[src/rtl/noc_output_allocator.sv]
`default_nettype none
// ============================================================================
// Module  : noc_output_allocator
// Desc    : Round-robin, packet-granular output allocator with credit flow
//           control; ALLOC_TIMEOUT_EN adds an idle-lock forced release.
// Rev     : 1.0
// ============================================================================
module noc_output_allocator #(
   parameter int CREDITS = 4,
   parameter int TIMEOUT = 16
) (
   input  logic       clk,
   input  logic       reset,
   input  logic [4:0] req,
   input  logic [4:0] tail,
   input  logic       flit_valid,
   input  logic       credit_in,
   output logic [4:0] grant,
   output logic [2:0] grant_idx,
   output logic       busy,
   output logic       xfer,
   output logic [3:0] credits,
   output logic       credit_err,
   output logic       timeout
);

   typedef enum logic [0:0] {S_IDLE = 1'b0, S_BUSY = 1'b1} state_t;

   localparam logic [3:0] c_credit_max = 4'(CREDITS);

   state_t     r_state, w_state_nxt;
   logic [2:0] r_ptr, w_ptr_nxt;
   logic [4:0] r_grant, w_grant_nxt;
   logic [2:0] r_grant_idx, w_grant_idx_nxt;
   logic [3:0] r_credits;
   logic       r_credit_err;
   logic       w_xfer, w_release, w_found, w_to_hit;
   logic [2:0] w_pick, w_cand;
   logic [3:0] w_sum;

   assign w_xfer    = (r_state == S_BUSY) & flit_valid & (r_credits != 4'd0);
   assign w_release = (w_xfer & tail[r_grant_idx]) | w_to_hit;

   // First requester at or after the pointer, wrapping modulo 5.
   always_comb begin
      w_found = 1'b0;
      w_pick  = 3'd0;
      w_cand  = 3'd0;
      w_sum   = 4'd0;
      for (int k = 0; k < 5; k++) begin
         w_sum  = {1'b0, r_ptr} + 4'(k);
         w_cand = (w_sum >= 4'd5) ? 3'(w_sum - 4'd5) : w_sum[2:0];
         if (!w_found && req[w_cand]) begin
            w_found = 1'b1;
            w_pick  = w_cand;
         end
      end
   end

   always_comb begin
      w_state_nxt     = r_state;
      w_ptr_nxt       = r_ptr;
      w_grant_nxt     = r_grant;
      w_grant_idx_nxt = r_grant_idx;
      case (r_state)
         S_IDLE: begin
            if (w_found) begin
               w_state_nxt     = S_BUSY;
               w_grant_nxt     = 5'b00001 << w_pick;
               w_grant_idx_nxt = w_pick;
            end
         end
         S_BUSY: begin
            if (w_release) begin
               w_state_nxt     = S_IDLE;
               w_grant_nxt     = 5'd0;
               w_grant_idx_nxt = 3'd0;
               w_ptr_nxt       = (r_grant_idx == 3'd4) ? 3'd0 : r_grant_idx + 3'd1;
            end
         end
         default: w_state_nxt = S_IDLE;
      endcase
   end

   always_ff @(posedge clk or posedge reset) begin
      if (reset) begin
         r_state     <= S_IDLE;
         r_ptr       <= 3'd0;
         r_grant     <= 5'd0;
         r_grant_idx <= 3'd0;
      end else begin
         r_state     <= w_state_nxt;
         r_ptr       <= w_ptr_nxt;
         r_grant     <= w_grant_nxt;
         r_grant_idx <= w_grant_idx_nxt;
      end
   end

   // A return with no transfer while already full saturates and flags an error.
   always_ff @(posedge clk or posedge reset) begin
      if (reset) begin
         r_credits    <= c_credit_max;
         r_credit_err <= 1'b0;
      end else begin
         case ({w_xfer, credit_in})
            2'b10: r_credits <= r_credits - 4'd1;
            2'b01: begin
               if (r_credits == c_credit_max) r_credit_err <= 1'b1;
               else                           r_credits    <= r_credits + 4'd1;
            end
            default: ;
         endcase
      end
   end

`ifdef ALLOC_TIMEOUT_EN
   logic [4:0] r_idle_cnt;
   logic       r_timeout;

   assign w_to_hit = (r_state == S_BUSY) & ~w_xfer & (r_idle_cnt == 5'(TIMEOUT - 1));

   always_ff @(posedge clk or posedge reset) begin
      if (reset) begin
         r_idle_cnt <= 5'd0;
         r_timeout  <= 1'b0;
      end else begin
         r_timeout <= w_to_hit;
         if ((r_state != S_BUSY) || w_xfer || w_to_hit) r_idle_cnt <= 5'd0;
         else                                           r_idle_cnt <= r_idle_cnt + 5'd1;
      end
   end

   assign timeout = r_timeout;
`else
   assign w_to_hit = 1'b0;
   assign timeout  = 1'b0;
`endif

   assign grant      = r_grant;
   assign grant_idx  = r_grant_idx;
   assign busy       = (r_state == S_BUSY);
   assign xfer       = w_xfer;
   assign credits    = r_credits;
   assign credit_err = r_credit_err;

endmodule
`default_nettype wire

[config.mk]
export PLATFORM = sky130hd
export DESIGN_NAME = noc_output_allocator
export DESIGN_NICKNAME = d
export VERILOG_FILES = /design/src/rtl/noc_output_allocator.sv
export SDC_FILE = /design/constraint.sdc
export NUM_CORES = 1
export LEC_CHECK = 0
export ABC_AREA = 1
export BUFFER_PORTS_ARGS = -buffer_cell sky130_fd_sc_hd__buf_4
export CAP_MARGIN = 15
export CORE_UTILIZATION = 57
export CTS_CLUSTER_SIZE = 25
export DETAILED_ROUTE_END_ITERATION = 10
export PLACE_DENSITY = 0.77
export SLEW_MARGIN = 30
export SYNTH_ARGS = -nofsm -noshare
export SYNTH_HDL_FRONTEND = slang
export SYNTH_SLANG_ARGS = --single-unit
[constraint.sdc]
create_clock -name clk -period 3.75 [get_ports clk]
set_clock_uncertainty 0.05 [all_clocks]
set_input_delay 0.375 -clock clk [delete_from_list [all_inputs] [get_ports clk]]
set_output_delay 0.375 -clock clk [all_outputs]
set_load 0.01 [all_outputs]
==> parameters.txt <==
Parameter                              Value

Setup path
  Critical Path End Type    flop
  Depth of the worst register-to-register path    19
  Flop2flop setup slack    roughly 750 ps
  Crit-path max FO    10
  Required time at the worst-slack endpoint    3930 ps
  Arr. time, crit path    3180 ps
  Crit-path max cell delay    430 ps
  Critical Path Most Common Cell    nand2_1
  Start of the worst register-to-register path    r_ptr[0]
  Sort of element at the start of the critical path    flop
  Capture point of the worst reg-to-reg path    grant[2]
  Cell-by-cell trace of the critical path    inv_4, ha_1, inv_1, fa_1, a21oi_2, nand2_1, nand2_1, nand2_1, nand3_1, nand2_1, nand2_1, nand2_1, inv_1, nand2_2, nor2_4, inv_2, o21ai_4, nand3_1, o21ai_1
  Worst setup path class    reg -> reg
  Slowest-stage cell, CP    fa_1

STA
  Hold WS    117.9 ps
  Unrepaired setup endpoints after global routing    no
  Shortest period the worst path allows    2997 ps
  Fin. max-slew vios    0
  Period utilisation layout    79.91%
  Final setup TNS    0 ps
  Rel. slew slack    54.92%
  Max Fclk    0.3337 GHz
  Hold Vio Cnt, Final    0
  Slew at the pin closest to its max-slew limit    675.4 ps
  Final number of setup-violating endpoints    0
  Slack of the critical path    753.3 ps

Placed design
  Post-DP HPWL    3578 um
  Pre-CTS worst setup slack    800.5 ps
  Placer Congestion    0.9438
  Input/output buffers    28

Floorplanning
  Area enclosed by the die boundary    between 3000 and 4000 sq um
  Ports placed on the boundary    30
  Die Span X    59.69 um
  Count of standard-cell rows    20
  Core outline area    between 3000 and 4000 sq um
  Vertical die dimension    ~60 um
  Starting density of the core    between 60% and 70%

Clocking
  CTS clock-pin slew for the worst setup and hold paths    100 ps
  Post-cts sizing count    0
  Clock Sink Count    17
  Latest clock arrival within the worst-skew pair    300 ps
  Clock root buffer    clkbuf_4
  CTS buffer count    3
  Postcts setup bufs    0
  H-tree lvl count    1
  Maximum buffer depth of the clock tree    2
  Clock tree from TritonCTS    built
  # hold bufs at CTS    0

GRT
  Overall fraction of global-route tracks in use    26.97%
  Antenna violations before repair    0
  Global-route wire length before repair    7314 um
  Global-route congestion overflow total    0
  Pin count of the biggest net entering global routing    18
  Vias in the first global route    1585

Synthesis
  Number of synthesized flops with an enable pin    0
  Gate count of the mapped netlist    276
  Ranking of synthesized cells by area    dfrtp_1, nand2_1, nand3_1, ha_1, inv_1
  Share of synthesized registers carrying an async set or reset    100.0%
  Largest area contributor in the synthesized netlist    dfrtp_1
  Leading post-synthesis cells by instance count    nand2_1, nand3_1, inv_1
  Number of nets in the synthesized netlist    ~300
  Sequential share of the synthesized area    22.49%
  Yosys warning count    0
  Post-Synthesis Cell Area    1897 sq um
  Dominant synthesized flop cell    dfrtp_1
  Number of distinct standard cells referenced by the synthesized netlist    38
  Number of synthesized register bits    17
  Syn_area_per_cell    6.873 sq um
  Most frequently used cell type in the post-synthesis netlist    nand2_1
  Area share of the largest cell type after synthesis    between 20% and 30%

Power
  Leakage dissipation    1.106 nW
  Register share of total power    43.6%
  Combinational share of power    about 39%
  Maximum resistive drop on vdd    between 0.3 and 0.4 mV
  Switching share of power    about a third
  Total internal power    0.3657 mW
  Net switching power    0.1942 mW
  Portion of total power attributed to the clock network    17.8%
  Power density cells    ~260 nW/um^2

Job
  Number of max-cap violations    0

Hold path
  Hold Path Class    in -> async

Drt
  Pre-Repair DR Iteration Count    4
  Vias per cell    5.262
  DRC errors left    0
  Routed wire length    4334 um
  Vias    roughly 1800
  1st-iter DRT viols    148
  Antenna viol nets, final    0
  Wire length per cell after detailed routing    12.35 um

Final layout
  Final core utilization    ~70%
  Area grow syn2layout    14.78%
  Layout cell share with drive strength beyond 1    24.43%
  Antenna Cells    0
  Final #Nets    336

Run status
  Result of the run    complete, no violations
## layout make-up
class	instances	area (sq um)
Multi-Input combinational cell	218	1303
Fill cell	288	925.9
Sequential cell	17	426.7
Timing Repair Buffer	29	217.7
Inverter	39	148.9
Tap cell	44	55.05
Clock buffer	4	26.28
## state kept, by name, summed over array words and instances (netlist names)
| signal | flops |
|---|---|
| busy | 1 |
| grant_idx | 3 |
| credit_err | 1 |
| r_ptr | 3 |
| credits | 4 |
| grant | 5 |
## worst max-delay path, delay by kind of cell, from the launching register on
family	cells	cell delay [ps]
flip-flops	1	410
AO/OA/AOI/OAI	3	570
adder cells (fa/ha/maj)	2	620
buffers and inverters	4	350
AND/OR/NAND/NOR	10	950
## cells in the final DEF, fill, tap and decap left out
master    synthesis  layout
a21o_1            1       1
a21oi_1           4       4
a21oi_2           1       1
a31oi_1           1       1
buf_4             1      29
clkbuf_1          0       1
clkbuf_4          0       3
conb_1            1       1
dfrtp_1          16      16
dfstp_2           1       1
fa_1              2       2
ha_1             12      12
inv_1            30      30
inv_2             8       8
inv_4             1       1
mux2_2            1       1
nand2_1          66      66
nand2_2          13      13
nand2_4           3       3
nand3_1          43      43
nand3_2           5       5
nand3_4           1       1
nand3b_1          1       1
nand4_1           9       9
nand4_2           1       1
nand4_4           1       1
nor2_1           12      12
nor2_4            2       2
o211ai_1          3       3
o21ai_0          16      16
o21ai_1           7       7
o21ai_2           3       3
o21ai_4           1       1
o21bai_1          1       1
o221ai_1          1       1
o22ai_1           1       1
or2_2             1       1
xnor2_1           1       1
xor2_1            3       3
## power by group through the flow
stage               Clock (mW)  Sequential, mW  Combinational (mW)
detailed placement           0           0.249               0.215
floorplan                    0           0.258               0.126
CTS                      0.102           0.246               0.219
finish                  0.0997           0.244               0.216
global route             0.108           0.250               0.244
global placement             0           0.249               0.214
## cell families after synthesis
logic type	count (synthesis)	synth area share, %
compound gates	40	12.93
xor+xnor	4	1.847
fa+ha+maj	14	10.03
buf+inv	41	8.840
flops	17	22.49
mux	1	0.5936
other cells	1	0.1977
simple gates	158	43.07
## how the worst max path moves through the flow
stage	from	endpoint	slack (ps)	cells after the start
after floorplan	r_ptr[0]	grant[0]	970	21
after global placement	r_ptr[0]	grant[0]	810	20
after detailed placement	r_ptr[0]	grant[0]	800	20
after CTS	r_ptr[0]	grant[2]	760	19
after global routing	r_ptr[0]	grant[0]	480	20
final	r_ptr[0]	grant[2]	750	19
## stage by stage
step	power, mW	cells	cell area [sq um]
floorplan	0.3838	276	1897
global placement	0.4624	347	2151
detailed placement	0.4634	347	2151
CTS	0.5663	351	2177
global route	0.6017	351	2177
finish	0.5600	351	2177
## per-layer routing
layer	track usage, %	wire, um
met1	42.08	2225
met2	39.21	1920
met4	1.993	0
met5	0	0
met3	6.061	188
Power figures use the tool's default switching activity.
